==> src/rtl/audio_minmax_pkg.sv <==
// audio_minmax_pkg: shared widths, scheduler states and signed min/max helpers.
package audio_minmax_pkg;
  localparam int DEF_DATA_W = 32;
  localparam int DEF_ADDR_W = 16;
  typedef enum logic [1:0] {IDLE, RUN, FLUSH} state_e;
  function automatic logic signed [DEF_DATA_W-1:0] smin(input logic signed [DEF_DATA_W-1:0] a, input logic signed [DEF_DATA_W-1:0] b);
    return (a < b) ? a : b;
  endfunction
  function automatic logic signed [DEF_DATA_W-1:0] smax(input logic signed [DEF_DATA_W-1:0] a, input logic signed [DEF_DATA_W-1:0] b);
    return (a > b) ? a : b;
  endfunction
endpackage

==> src/rtl/minmax_accum.sv <==
// minmax_accum: running signed min/max; outputs include the current sample so a
// closing interval can be written in the same cycle its last sample arrives.
module minmax_accum
  import audio_minmax_pkg::*;
#(
  parameter int DATA_W = DEF_DATA_W
) (
  input  logic                     clk,
  input  logic                     reset,
  input  logic                     valid_i,
  input  logic                     load_i,
  input  logic signed [DATA_W-1:0] data_i,
  output logic signed [DATA_W-1:0] min_o,
  output logic signed [DATA_W-1:0] max_o
);
  logic signed [DATA_W-1:0] min_q, max_q;
  assign min_o = load_i ? data_i : smin(min_q, data_i);
  assign max_o = load_i ? data_i : smax(max_q, data_i);
  always_ff @(posedge clk or negedge reset) begin
    if (!reset) begin
      min_q <= '0;
      max_q <= '0;
    end else if (valid_i) begin
      min_q <= min_o;
      max_q <= max_o;
    end
  end
endmodule

==> src/rtl/audio_interval_scheduler.sv <==
// audio_interval_scheduler: streams N samples from the sample RAM and writes one
// signed {min,max} per L-sample interval into the result RAM.
module audio_interval_scheduler
  import audio_minmax_pkg::*;
#(
  parameter int DATA_W = DEF_DATA_W,
  parameter int ADDR_W = DEF_ADDR_W
) (
  input  logic              clk,
  input  logic              reset,
  input  logic              start,
  input  logic              abort,
  input  logic [ADDR_W-1:0] cfg_num_samples,
  input  logic [ADDR_W-1:0] cfg_interval_len,
  output logic              busy,
  output logic              done,
  output logic              err_cfg,
  output logic              smp_rd_en,
  output logic [ADDR_W-1:0] smp_addr,
  input  logic [DATA_W-1:0] smp_rd_data,
  output logic              res_wr_en,
  output logic [ADDR_W-1:0] res_addr,
  output logic [DATA_W-1:0] res_min,
  output logic [DATA_W-1:0] res_max,
  output logic [ADDR_W-1:0] num_intervals
);
  state_e state_q, state_d;
  logic [ADDR_W-1:0] n_q, n_d, l_q, l_d, addr_q, addr_d, cnt_q, cnt_d, idx_q, idx_d, res_addr_q;
  logic v_q, first_q, close_q, done_q, done_d, err_q, err_d, close;
  logic signed [DATA_W-1:0] mn, mx, res_min_q, res_max_q;

  minmax_accum #(.DATA_W(DATA_W)) u_acc (
    .clk(clk), .reset(reset), .valid_i(v_q), .load_i(first_q),
    .data_i(smp_rd_data), .min_o(mn), .max_o(mx)
  );

  assign res_wr_en     = v_q & close_q;
  assign busy          = state_q != IDLE;
  assign done          = done_q;
  assign err_cfg       = err_q;
  assign smp_addr      = addr_q;
  assign num_intervals = idx_q;
  assign res_addr      = res_wr_en ? idx_q : res_addr_q;
  assign res_min       = res_wr_en ? mn : res_min_q;
  assign res_max       = res_wr_en ? mx : res_max_q;

  always_comb begin
    state_d   = state_q;
    n_d       = n_q;
    l_d       = l_q;
    addr_d    = addr_q;
    cnt_d     = cnt_q;
    idx_d     = res_wr_en ? idx_q + 1'b1 : idx_q;
    done_d    = 1'b0;
    err_d     = 1'b0;
    smp_rd_en = 1'b0;
    close     = (cnt_q == l_q - 1'b1) || (addr_q == n_q - 1'b1);
    case (state_q)
      IDLE: if (start && !abort) begin
        if (cfg_num_samples != '0 && cfg_interval_len != '0) begin
          state_d = RUN;
          n_d     = cfg_num_samples;
          l_d     = cfg_interval_len;
          addr_d  = '0;
          cnt_d   = '0;
          idx_d   = '0;
        end else err_d = 1'b1;
      end
      RUN: begin
        smp_rd_en = 1'b1;
        addr_d    = addr_q + 1'b1;
        cnt_d     = close ? '0 : cnt_q + 1'b1;
        state_d   = (addr_q == n_q - 1'b1) ? FLUSH : RUN;
      end
      FLUSH: if (v_q) begin
        state_d = IDLE;
        done_d  = 1'b1;
      end
      default: state_d = IDLE;
    endcase
    if (abort && state_q != IDLE) begin
      state_d = IDLE;
      idx_d   = '0;
      done_d  = 1'b0;
    end
  end

  always_ff @(posedge clk or negedge reset) begin
    if (!reset) begin
      state_q    <= IDLE;
      n_q        <= '0;
      l_q        <= '0;
      addr_q     <= '0;
      cnt_q      <= '0;
      idx_q      <= '0;
      v_q        <= 1'b0;
      first_q    <= 1'b0;
      close_q    <= 1'b0;
      done_q     <= 1'b0;
      err_q      <= 1'b0;
      res_addr_q <= '0;
      res_min_q  <= '0;
      res_max_q  <= '0;
    end else begin
      state_q <= state_d;
      n_q     <= n_d;
      l_q     <= l_d;
      addr_q  <= addr_d;
      cnt_q   <= cnt_d;
      idx_q   <= idx_d;
      // an abort squashes the read already in flight so nothing is written after it
      v_q     <= smp_rd_en & ~abort;
      first_q <= cnt_q == '0;
      close_q <= close;
      done_q  <= done_d;
      err_q   <= err_d;
      if (res_wr_en) begin
        res_addr_q <= idx_q;
        res_min_q  <= mn;
        res_max_q  <= mx;
      end
    end
  end
endmodule
==> config.mk <==
export PLATFORM = sky130hd
export DESIGN_NAME = audio_interval_scheduler
export DESIGN_NICKNAME = d
export VERILOG_FILES = /design/src/rtl/audio_minmax_pkg.sv /design/src/rtl/minmax_accum.sv /design/src/rtl/audio_interval_scheduler.sv
export SDC_FILE = /design/constraint.sdc
export NUM_CORES = 1
export LEC_CHECK = 0
export CAP_MARGIN = 0
export CORE_MARGIN = 2
export CORE_UTILIZATION = 35
export DETAILED_ROUTE_END_ITERATION = 16
export DONT_BUFFER_PORTS = 1
export GPL_TIMING_DRIVEN = 0
export SETUP_SLACK_MARGIN = 0.2
export SYNTH_ARGS = -nofsm -noshare
export SYNTH_HDL_FRONTEND = slang
export SYNTH_HIERARCHICAL = 1
export SYNTH_SLANG_ARGS = --single-unit
==> constraint.sdc <==
create_clock -name clk -period 4.7 [get_ports clk]
set_input_delay 0.94 -clock clk [delete_from_list [all_inputs] [get_ports clk]]
set_output_delay 0.94 -clock clk [all_outputs]
set_load 0.01 [all_outputs]
# Word level (Yosys, flattened, before mapping)

Index checks and enable logic that the tools add are counted.

Flip-flop bits (word level): 231
Logic and storage cells: 79

Add/sub/neg operators: 5
Order comparisons: 2
Eq/ne operators: 9
Muxes and demuxes: 30
Bitwise gates (word level): 3
Reduce and logical (&&, ||, !) cells: 14

Operator list:

| cell                  | number |
|---|---|
| $mux 32               | 6 |
| $mux 16               | 9 |
| $pmux 16 s2           | 2 |
| $add 16x1->16 const B | 3 |
| $eq 16x16->1          | 2 |
| $gt 32x32->1          | 1 |
| $lt 32x32->1          | 1 |
| $reduce_bool 16->1    | 2 |
| $sub 16x1->16 const B | 2 |
| $logic_not 16->1      | 1 |
| $mux 2                | 5 |
| $ne 3x3->1 const B    | 3 |
| $reduce_and 3->1      | 3 |
| $mux 1                | 7 |
| $pmux 2 s3            | 1 |
| $ne 2x2->1 const B    | 2 |
| $reduce_bool 2->1     | 2 |
| $logic_and 1x1->1     | 3 |
| $and 1x1->1           | 2 |
| $eq 2x1->1 const B    | 1 |
| $eq 2x2->1 const B    | 1 |
| $logic_not 2->1       | 1 |
| $logic_not 1->1       | 1 |
| $logic_or 1x1->1      | 1 |
| $not 1->1             | 1 |

# Logic depth before layout (Yosys ltp)

Depth after elaboration: 6
Gate-level depth with buffers: 14
Depth with buffers taken out: 11

# Hierarchy

Netlist, hierarchy kept.

Modules (own cells, without submodules):

| module                   | times used | cells an instance | area each (um^2) |
|---|---|---|---|
| audio_interval_scheduler | 1          | 878               | 8,169.1 |
| minmax_accum             | 1          | 819               | 6,811.5 |

# Worst setup path before layout

No wires, ideal clock.

Path type: input-to-output
From: input smp_rd_data[31]
To: output res_max[10]
Data arrival time: 3,233 ps
Slack: 527 ps
Stages: 14
Buffers on the path: 3
Path through: inv_1 ha_1 buf_2 nand4_2 nor2_1 a221o_1 a211oi_4 buf_2 buf_2 a21oi_1 a41o_1 a211o_1 nand2_1 nand2_1

Cells in the longest elaborated chain, start to end: 4

RTL lines:

| what             | RTL line                       | text |
|---|---|---|
| start, declared  | audio_interval_scheduler.sv:20 | `input logic [DATA_W-1:0] smp_rd_data,` |
| $gt 32x32->1     | audio_minmax_pkg.sv:10         | `return (a > b) ? a : b;` |
| $mux 32          | audio_minmax_pkg.sv:10         |  |
| $mux 32          | minmax_accum.sv:18             | `assign max_o = load_i ? data_i : smax(max_q, data_i);` |
| named net mx[10] | audio_interval_scheduler.sv:30 | `logic signed [DATA_W-1:0] mn, mx, res_min_q, res_max_q;` |
| $mux 32          | n/a                            |  |
| end, declared    | audio_interval_scheduler.sv:24 | `output logic [DATA_W-1:0] res_max,` |

The timed path passes the listed nets, and every way through them passes these cells.

# Worst setup path after layout

From: input smp_rd_data[26]
To: output res_min[8]

Cells in the longest elaborated chain, start to end: 4

RTL lines:

| what            | RTL line                       | text |
|---|---|---|
| $lt 32x32->1    | audio_minmax_pkg.sv:7          | `return (a < b) ? a : b;` |
| $mux 32         | audio_minmax_pkg.sv:7          |  |
| $mux 32         | minmax_accum.sv:17             | `assign min_o = load_i ? data_i : smin(min_q, data_i);` |
| named net mn[8] | audio_interval_scheduler.sv:30 |  |
| $mux 32         | n/a                            |  |
| end, declared   | audio_interval_scheduler.sv:23 | `output logic [DATA_W-1:0] res_min,` |

The timed path passes the listed nets, and every way through them passes these cells.

==> impl_metrics.env <==
export IMPL_status="finished clean"
export IMPL_end_kind="primary output"
export IMPL_met2_length_mm=22.1
export IMPL_clockBufferDepth=3
export IMPL_regArea_um2=5780
export IMPL_synth_top_cell_by_area="dfrtp_1"
export IMPL_clkLatencyLatePin_ns=0.59
export IMPL_crit_chain="inv_1 > ha_1 > nand4_1 > nor4_4 > buf_4 > buf_4 > a22oi_2 > nor4b_4 > a21oi_4 > nor3_4 > buf_6 > clkbuf_16 > mux2_2 > nand2_1 > nand2_2"
export IMPL_critPathMaxFanout=8
export IMPL_setup_viol=0
export IMPL_diodes=0
export IMPL_rsz0062_at_grt="yes"
export IMPL_grt_ovfl_total=0
export IMPL_hold_viol=0
export IMPL_numCtsBuffers=29
export IMPL_critPathRequiredTime_ns=3.76
export IMPL_fp_dieArea_um2=44500
export IMPL_setup_slack_ns=0.141
export IMPL_finalClockSkew_ns=0.00964
export IMPL_synthTopCellsByArea="dfrtp_1 39%, nand2_1 8.1%, mux2_2 6.7%, ha_1 5.8%, o22ai_1 2.7%"
export IMPL_dr_wl_met3_mm=4.59
export IMPL_yosysMostFrequentCell="nand2_1"
export IMPL_syn_avg_cell_area_um2=8.83
export IMPL_synth_area_um2=15000
export IMPL_yosysWarnings=6
export IMPL_grt_pass1_wl_mm=75.6
export IMPL_cp_slowest_cell="nor4b_4"
export IMPL_drtIter0Drc=1024
export IMPL_synth_top_area_share_pct=38.6
export IMPL_final_net_count=1881
export IMPL_multi_input_area_um2=8770
export IMPL_slew_violations=0
export IMPL_wl_per_cell_um=20.9
export IMPL_die_h_um=211
export IMPL_start_kind="input port"
export IMPL_start_util_pct=35.6
export IMPL_first_global_vias=13400
export IMPL_min_path_type="input port to asynchronous set/reset pin"
export IMPL_root_buffer="clkbuf_16"
export IMPL_clkTransAtPathRegs_ns=0.06
export IMPL_viasPerCell=5.82
export IMPL_dr_pass1_iters=6
export IMPL_max_cap_violations=0
export IMPL_grt_util_all_layers_pct=21.3
export IMPL_floorplan_rows=75
export IMPL_clock_sinks=231
export IMPL_powerDensity_nw_per_um2=536
export IMPL_total_power_mw=9.34
export IMPL_synth_flop_cell="dfrtp_1"
export IMPL_synth_fp_nets=1834
export IMPL_final_layout_size_suffix_gt1_share_pct=17.5
export IMPL_worst_slew_pin_slew_ns=0.835
export IMPL_synth_common_cells="322 x nand2_1, 231 x dfrtp_1, 90 x clkbuf_1"
export IMPL_htreeDepth=1
export IMPL_worst_path_buf_inv=5
export IMPL_crit_family="simple AND/OR/NAND/NOR gates"
export IMPL_arrival_ns=3.62
export IMPL_finalWirelength_mm=48.1
export IMPL_core_um2=42100
export IMPL_wl_met1_mm=20.0
export IMPL_nFillCells=4157
export IMPL_crit_path_frequent_cell="buf_4"
export IMPL_dp_hpwl_mm=34.1
export IMPL_numPortBuffers=0
export IMPL_die_w_um=211
export IMPL_leakage_nw=7.67
export IMPL_top_layer="met4"
export IMPL_fin_crit_sh_pct=97.0
export IMPL_cts_tree="done"
export IMPL_syn2layout_area_growth_pct=16.4
export IMPL_critPathKind="input port to primary output"
export IMPL_peakVddDrop_uv=332
export IMPL_critPathMaxStageDelay_ns=0.42
export IMPL_hold_ws_ns=0.0478
export IMPL_relSlewSlack_pct=43.8
export IMPL_gp_congestion=0.885
export IMPL_io_pin_count=185
export IMPL_grt_antenna_before_repair=0
export IMPL_place_ws_ns=-1.04
export IMPL_syn_instance_count=1697
export IMPL_vias=13400
export IMPL_ant_nets=0
export IMPL_ys_types=74
export IMPL_fmax_mhz=219
export IMPL_ys_ff_latch=231
export IMPL_finalCriticalPeriod_ns=4.56
export IMPL_synth_edf_count=0
export IMPL_async_flop_share_pct=100
export IMPL_drc=0
export IMPL_grt_start_max_net_pins=232
export IMPL_ys_seq_area_share_pct=38.6
[layout by cell type, fill, tap and decap left out, drive strengths merged, types with 4 or more instances in the layout]
master	count
buf	54
nor4	23
nand4b	34
clkbuf	127
a41o	32
a21oi	73
nand4	61
nor2	62
and3	16
nor3	14
clkinv	4
a21o	8
nor2b	5
o31ai	5
bufinv	7
nand2b	35
nor4b	6
o2111ai	4
o211ai	4
and4	4
nor3b	4
inv	76
o22ai	65
o311ai	4
nand3b	19
xnor2	26
mux2	92
dfrtp	231
ha	69
or3	37
o21ai	57
nand3	67
xor2	35
nand2	322
a211o	33
or4	7
[stage by stage]
step           cells  TNS, ns  utilization [%]  area [µm²]
2_1_floorplan   1697        0                -       15000
3_3_place_gp    2236   -44.86             37.2       15700
3_5_place_dp    2236   -48.34             37.2       15700
4_1_cts         2299        0             40.5       17100
5_1_grt         2303        0             41.4       17400
6_report        2303        0             41.4       17400
[report_power, final]
group | leakage [nW] | internal [mW] | total [mW] | switching (mW)
clock | 0.533 | 1.62 | 2.55 | 0.926
combinational | 4.51 | 1.87 | 4.09 | 2.22
sequential | 2.63 | 2.33 | 2.71 | 0.381
[final cells by class]
type,count,area share (%)
Inverter,77,1.68
Buffer,124,3.88
Timing Repair Buffer,17,0.897
Clock inverter,11,1.41
Clock buffer,40,4.80
Sequential cell,231,33.2
Multi-Input combinational cell,1264,50.3
Tap cell,539,3.87
[metal layers]
metal  global-route usage [%]  vias to the layer above
li1                         -                     6212
met1                     27.6                     6501
met2                     34.2                      585
met3                     6.18                      108
met4                     7.02                        0
met5                        0                        -
[state kept, by name, indices dropped and copies added (netlist names), 2 cells and up]
register / cells
smp_addr: 16
res_addr_q: 16
num_intervals: 16
l_q: 16
res_min_q: 32
res_max_q: 32
n_q: 16
state_q: 2
u_acc/min_q: 32
cnt_q: 16
u_acc/max_q: 32
[logic make-up after synthesis]
family / share of synthesized area (%)
buf+inv: 5.81
fa+ha+maj: 5.76
flops: 38.6
simple gates: 24.6
mux: 7.05
compound gates: 14.6
xor+xnor: 3.57
[worst paths after layout]
path,start,end,slack [ns],cells after the start
max in group asynchronous,reset,smp_addr[11],4.37,0
worst min-delay path,reset,u_acc/min_q[9],0.05,0
worst max-delay path,smp_rd_data[26],res_min[8],0.14,15
min in group clk,abort,state_q[1],0.42,1
worst max register to register,n_q[0],cnt_q[12],1.35,12
worst min register to register,state_q[1],state_q[0],0.50,1
[timing repair]
item | 4_1_cts | 5_1_grt
pin swaps | 6 | 13
cloned | 0 | 1
gates resized for setup | 68 | 114
hold buffers | 0 | 0
setup buffers | 13 | 3
endpoints found under the setup margin | 64 | 64
No activity file was read; power rests on OpenSTA's default activity.
